`config.mk`:
```
export PLATFORM = sky130hd
export DESIGN_NAME = parity_frame_rx
export DESIGN_NICKNAME = d
export VERILOG_FILES = /design/src/rtl/parity_frame_rx.sv
export SDC_FILE = /design/constraint.sdc
export NUM_CORES = 1
export LEC_CHECK = 0
export ABC_CLOCK_PERIOD_IN_PS = 3340
export CAP_MARGIN = 20
export CORE_ASPECT_RATIO = 1.2
export CORE_MARGIN = 4
export CORE_UTILIZATION = 65
export DETAILED_ROUTE_END_ITERATION = 12
export DONT_BUFFER_PORTS = 1
export PLACE_DENSITY = 0.81
export SYNTH_ARGS = -nofsm -noshare
export SYNTH_HDL_FRONTEND = slang
export SYNTH_SLANG_ARGS = --single-unit
```
`constraint.sdc`:
```
create_clock -name clk -period 3.34 [get_ports clk]
set_input_delay 0.167 -clock clk [delete_from_list [all_inputs] [get_ports clk]]
set_output_delay 0.167 -clock clk [all_outputs]
set_load 0.1 [all_outputs]
```
`src/rtl/parity_frame_rx.sv`:
```
// Serial frame receiver: start bit, DATA_W data bits LSB first, even parity, stop bit.
// Result one clock after the stop-sample strobe. No backpressure: pacing comes only from bit_en.
module parity_frame_rx #(
    parameter int DATA_W = 4,
    parameter int CNT_W  = 8
) (
    input  logic              clk,
    input  logic              rst,
    input  logic              bit_en,
    input  logic              rxd,
    output logic [DATA_W-1:0] data_out,
    output logic              valid,
    output logic              par_err,
    output logic              frm_err,
    output logic              busy,
    output logic [CNT_W-1:0]  err_cnt
);
    localparam int BC_W = (DATA_W > 1) ? $clog2(DATA_W) : 1;

    typedef enum logic [2:0] {IDLE, DATA, PARITY, STOP, RECOVER} state_t;

    state_t            state, state_nxt;
    logic [DATA_W-1:0] shreg;
    logic [BC_W-1:0]   bitcnt;
    logic              par_run;
    logic              last_bit;

    assign last_bit = (bitcnt == BC_W'(DATA_W - 1));
    assign busy     = (state != IDLE);

    always_comb begin
        state_nxt = state;
        if (bit_en) begin
            case (state)
                IDLE:    if (!rxd) state_nxt = DATA;
                DATA:    if (last_bit) state_nxt = PARITY;
                PARITY:  state_nxt = STOP;
                STOP:    state_nxt = rxd ? IDLE : RECOVER;
                // A held-low line must return high before a new start bit counts
                RECOVER: if (rxd) state_nxt = IDLE;
                default: state_nxt = IDLE;
            endcase
        end
    end

    always_ff @(posedge clk) begin
        if (rst) begin
            state    <= IDLE;
            shreg    <= '0;
            bitcnt   <= '0;
            par_run  <= 1'b0;
            data_out <= '0;
            valid    <= 1'b0;
            par_err  <= 1'b0;
            frm_err  <= 1'b0;
            err_cnt  <= '0;
        end else begin
            state <= state_nxt;
            valid <= 1'b0;
            if (bit_en) begin
                case (state)
                    IDLE: begin
                        if (!rxd) begin
                            bitcnt  <= '0;
                            shreg   <= '0;
                            par_run <= 1'b0;
                        end
                    end
                    DATA: begin
                        shreg[bitcnt] <= rxd;
                        par_run       <= par_run ^ rxd;
                        if (!last_bit) bitcnt <= bitcnt + 1'b1;
                    end
                    PARITY: par_run <= par_run ^ rxd;
                    STOP: begin
                        data_out <= shreg;
                        par_err  <= par_run;
                        frm_err  <= ~rxd;
                        valid    <= 1'b1;
                        if (par_run && (err_cnt != {CNT_W{1'b1}}))
                            err_cnt <= err_cnt + 1'b1;
                    end
                    default: ;
                endcase
            end
        end
    end
endmodule

```
==> flow_metrics.tcl <==
set metrics [dict create \
    row_count 17 \
    cpMaxStageDelayCell "dfxtp_1" \
    gp_congestion 0.8256 \
    arrival_ns 2.36 \
    area_growth_pct 5.820 \
    fin_util_pct 72.93 \
    hold_viol 0 \
    worstSkewPairLatency_ns 0.32 \
    track_usage_pct 20.69 \
    fillers 149 \
    die_y_um 56.80 \
    clock-sinks 25 \
    synth_top_area_cell "dfxtp_1" \
    syn_area_per_cell_sq_um 8.775 \
    finalMaxSlewViolations 0 \
    p_leak_uw 0.0004983 \
    worstHoldPathType "in -> reg" \
    hold_path_end "shreg[3]" \
    die_w_um 48.67 \
    routed_wl_um 2607 \
    cts_max_level 1 \
    post_cts_buffers 0 \
    worstSetupPathType "reg -> reg" \
    reg2reg_from "err_cnt[6]" \
    ir_drop_v 0.0003231 \
    avgViaCountPerCell 6.371 \
    synth_nets 156 \
    grt_pass1_vias 1052 \
    cts_resized 0 \
    max_stage_delay_ns 1.01 \
    r2r_setup_slack_ns 1.17 \
    ant_nets 0 \
    reg2reg_to "err_cnt[1]" \
    cp_max_fo 4 \
    grt_setup_unrepaired "false" \
    place_ws_ns 1.244 \
    p_per_area_nw_per_um2 348.6 \
    status "complete, no violations" \
    period_minus_slack_ns 2.169 \
    antenna_cells 0 \
    period_share_pct 64.94 \
    setup_viol 0 \
    drt-initial-drc-count 19 \
    endpoint_kind "flip-flop" \
    cts_root_buffer "clkbuf_4" \
    synth-seq-area-share_pct 38.80 \
    async_flop_share_pct 0 \
    hpwl_um 1805 \
    ys_warn_count 0 \
    cts_tree "done" \
    min_from "rxd" \
    synth.top_cell.area_share_pct 38.80 \
    skew_ns 0.005708 \
    worst-r2r-cell-count 4 \
    layout.nets 161 \
    hold_ws_ns 0.04082 \
    worst_slack_ns 1.171 \
    cts_hold_buf 3 \
    synth_cells 147 \
    initial_core_util_pct 68.92 \
    io_pins 20 \
    syn_area_sq_um 1290 \
    path_clk_slew_ns 0.14 \
    overflow 0 \
    cp.required_ns 3.53 \
    cts_buffers 3 \
    worstMarginPinSlew_ns 1.004 \
    ys_seq_elements 25 \
    relSlewSlack_pct 32.99 \
    startpoint_type "flip-flop" \
    clock_path_buffers 2 \
    crit_chain "nand4_1 -> o211ai_4 -> mux2i_1 -> nor2_1" \
    synthTopCellsByArea "dfxtp_1, a21oi_1, ha_1" \
    synth_ff_type "dfxtp_1" \
    antenna_found_initial 0 \
    yosysUniqueCellTypes 37 \
    port_buffers 0 \
    layout-drive-gt1-share_pct 10.60 \
    finalPower_uw 475.9 \
    coreArea_sq_um 1872 \
    vias 1083 \
    cap_violations 0 \
    hold_depth 3 \
    clock.fmax_mhz 461.0 \
    setup_tns_ns 0 \
    wl_per_cell_um 15.34 \
    synth_enable_flop_cells 0 \
    dr.pass1.iters 4 \
    grt_max_degree 26 \
    drc 0 \
    dieArea_sq_um 2764 \
    grt_pass1_wl_um 4623 \
]
==> cells in the final DEF, fill, tap and decap left out, types with 2 or more instances in the layout <==
cell	netlist	final
or3_1	3	3
inv_1	4	4
nor3b_1	2	2
nor2_1	16	16
nand4_1	9	9
o21ai_0	6	6
clkbuf_4	0	3
nand2_1	14	14
a21oi_1	13	13
a211oi_1	4	4
dfxtp_1	25	25
o31ai_1	2	2
xnor2_1	3	3
ha_1	5	5
and4_1	2	2
mux2i_1	3	3
nand3_1	3	3
and3_1	2	2
nor2b_1	4	4
dlygate4sd3_1	0	4
xor2_1	2	2
buf_4	1	7
==> logic make-up (layout without fill, tap and decap cells) <==
logic type               Yosys count  after routing  synth area share (%)
XOR/XNOR                           5              5                 3.395
multiplexers                       4              4                 3.201
flip-flops                        25             25                 38.80
AO/OA/AOI/OAI                     30             30                 15.52
adder cells (fa/ha/maj)            5              5                 4.850
AND/OR/NAND/NOR                   63             63                 27.74
buffers and inverters             15             19                 6.498
==> stage by stage <==
step | cell area, sq um | cells
after floorplan | 1290 | 147
after global placement | 1297 | 162
after detailed placement | 1297 | 162
final | 1365 | 170
after CTS | 1355 | 169
after global routing | 1365 | 170
==> sequential cells by signal (all words and copies together) (netlist names) <==
register,cells
state,3
shreg,4
bitcnt,2
par_err,1
err_cnt,8
frm_err,1
par_run,1
valid,1
data_out,4
==> routing by layer <==
metal / GRT usage [%] / share of wire (%) / vias to the layer above
met3: 4.509 / 5.5 / 6
met5: 0 / 0 / -
met2: 34.14 / 50 / 31
met1: 24.06 / 41 / 511
li1: - / - / 535
met4: 12.31 / 2.8 / 0
==> Yosys cell counts (all sizes together) (5+ instances only) <==
master / instances
a21oi: 13
nand4: 9
nor2: 16
buf: 5
dfxtp: 25
nand2: 14
clkbuf: 6
ha: 5
o21ai: 6
==> power breakdown <==
group / switching (uW) / internal, uW
sequential: 6.09 / 300
combinational: 20.0 / 12.5
clock: 92.4 / 44.9
total: 118 / 357
==> layout make-up <==
class                      count  area (sq um)  share of cell area, %
multi-input combinational    107         705.7                  51.70
sequential                    25         500.5                  36.66
timing repair buffer          11         92.59                  6.783
tap                           19         23.77                  1.742
clock buffer                   3         22.52                  1.650
inverter                       4         15.01                  1.100
clock inverter                 1         5.005                 0.3666
==> how the worst max path moves through the flow <==
stage               start    endpoint
4_1_cts        err_cnt[6]  err_cnt[1]
3_5_place_dp   err_cnt[6]  err_cnt[1]
2_1_floorplan  err_cnt[0]  err_cnt[1]
6_report       err_cnt[6]  err_cnt[1]
5_1_grt        err_cnt[6]  err_cnt[1]
3_3_place_gp   err_cnt[6]  err_cnt[1]
==> worst max-delay path, delay by kind of cell (launching register included) <==
family	cells	cell delay, ns
flops	1	1.01
simple gates	2	0.45
mux	1	0.24
compound gates	1	0.34
Power figures use the tool's default switching activity.
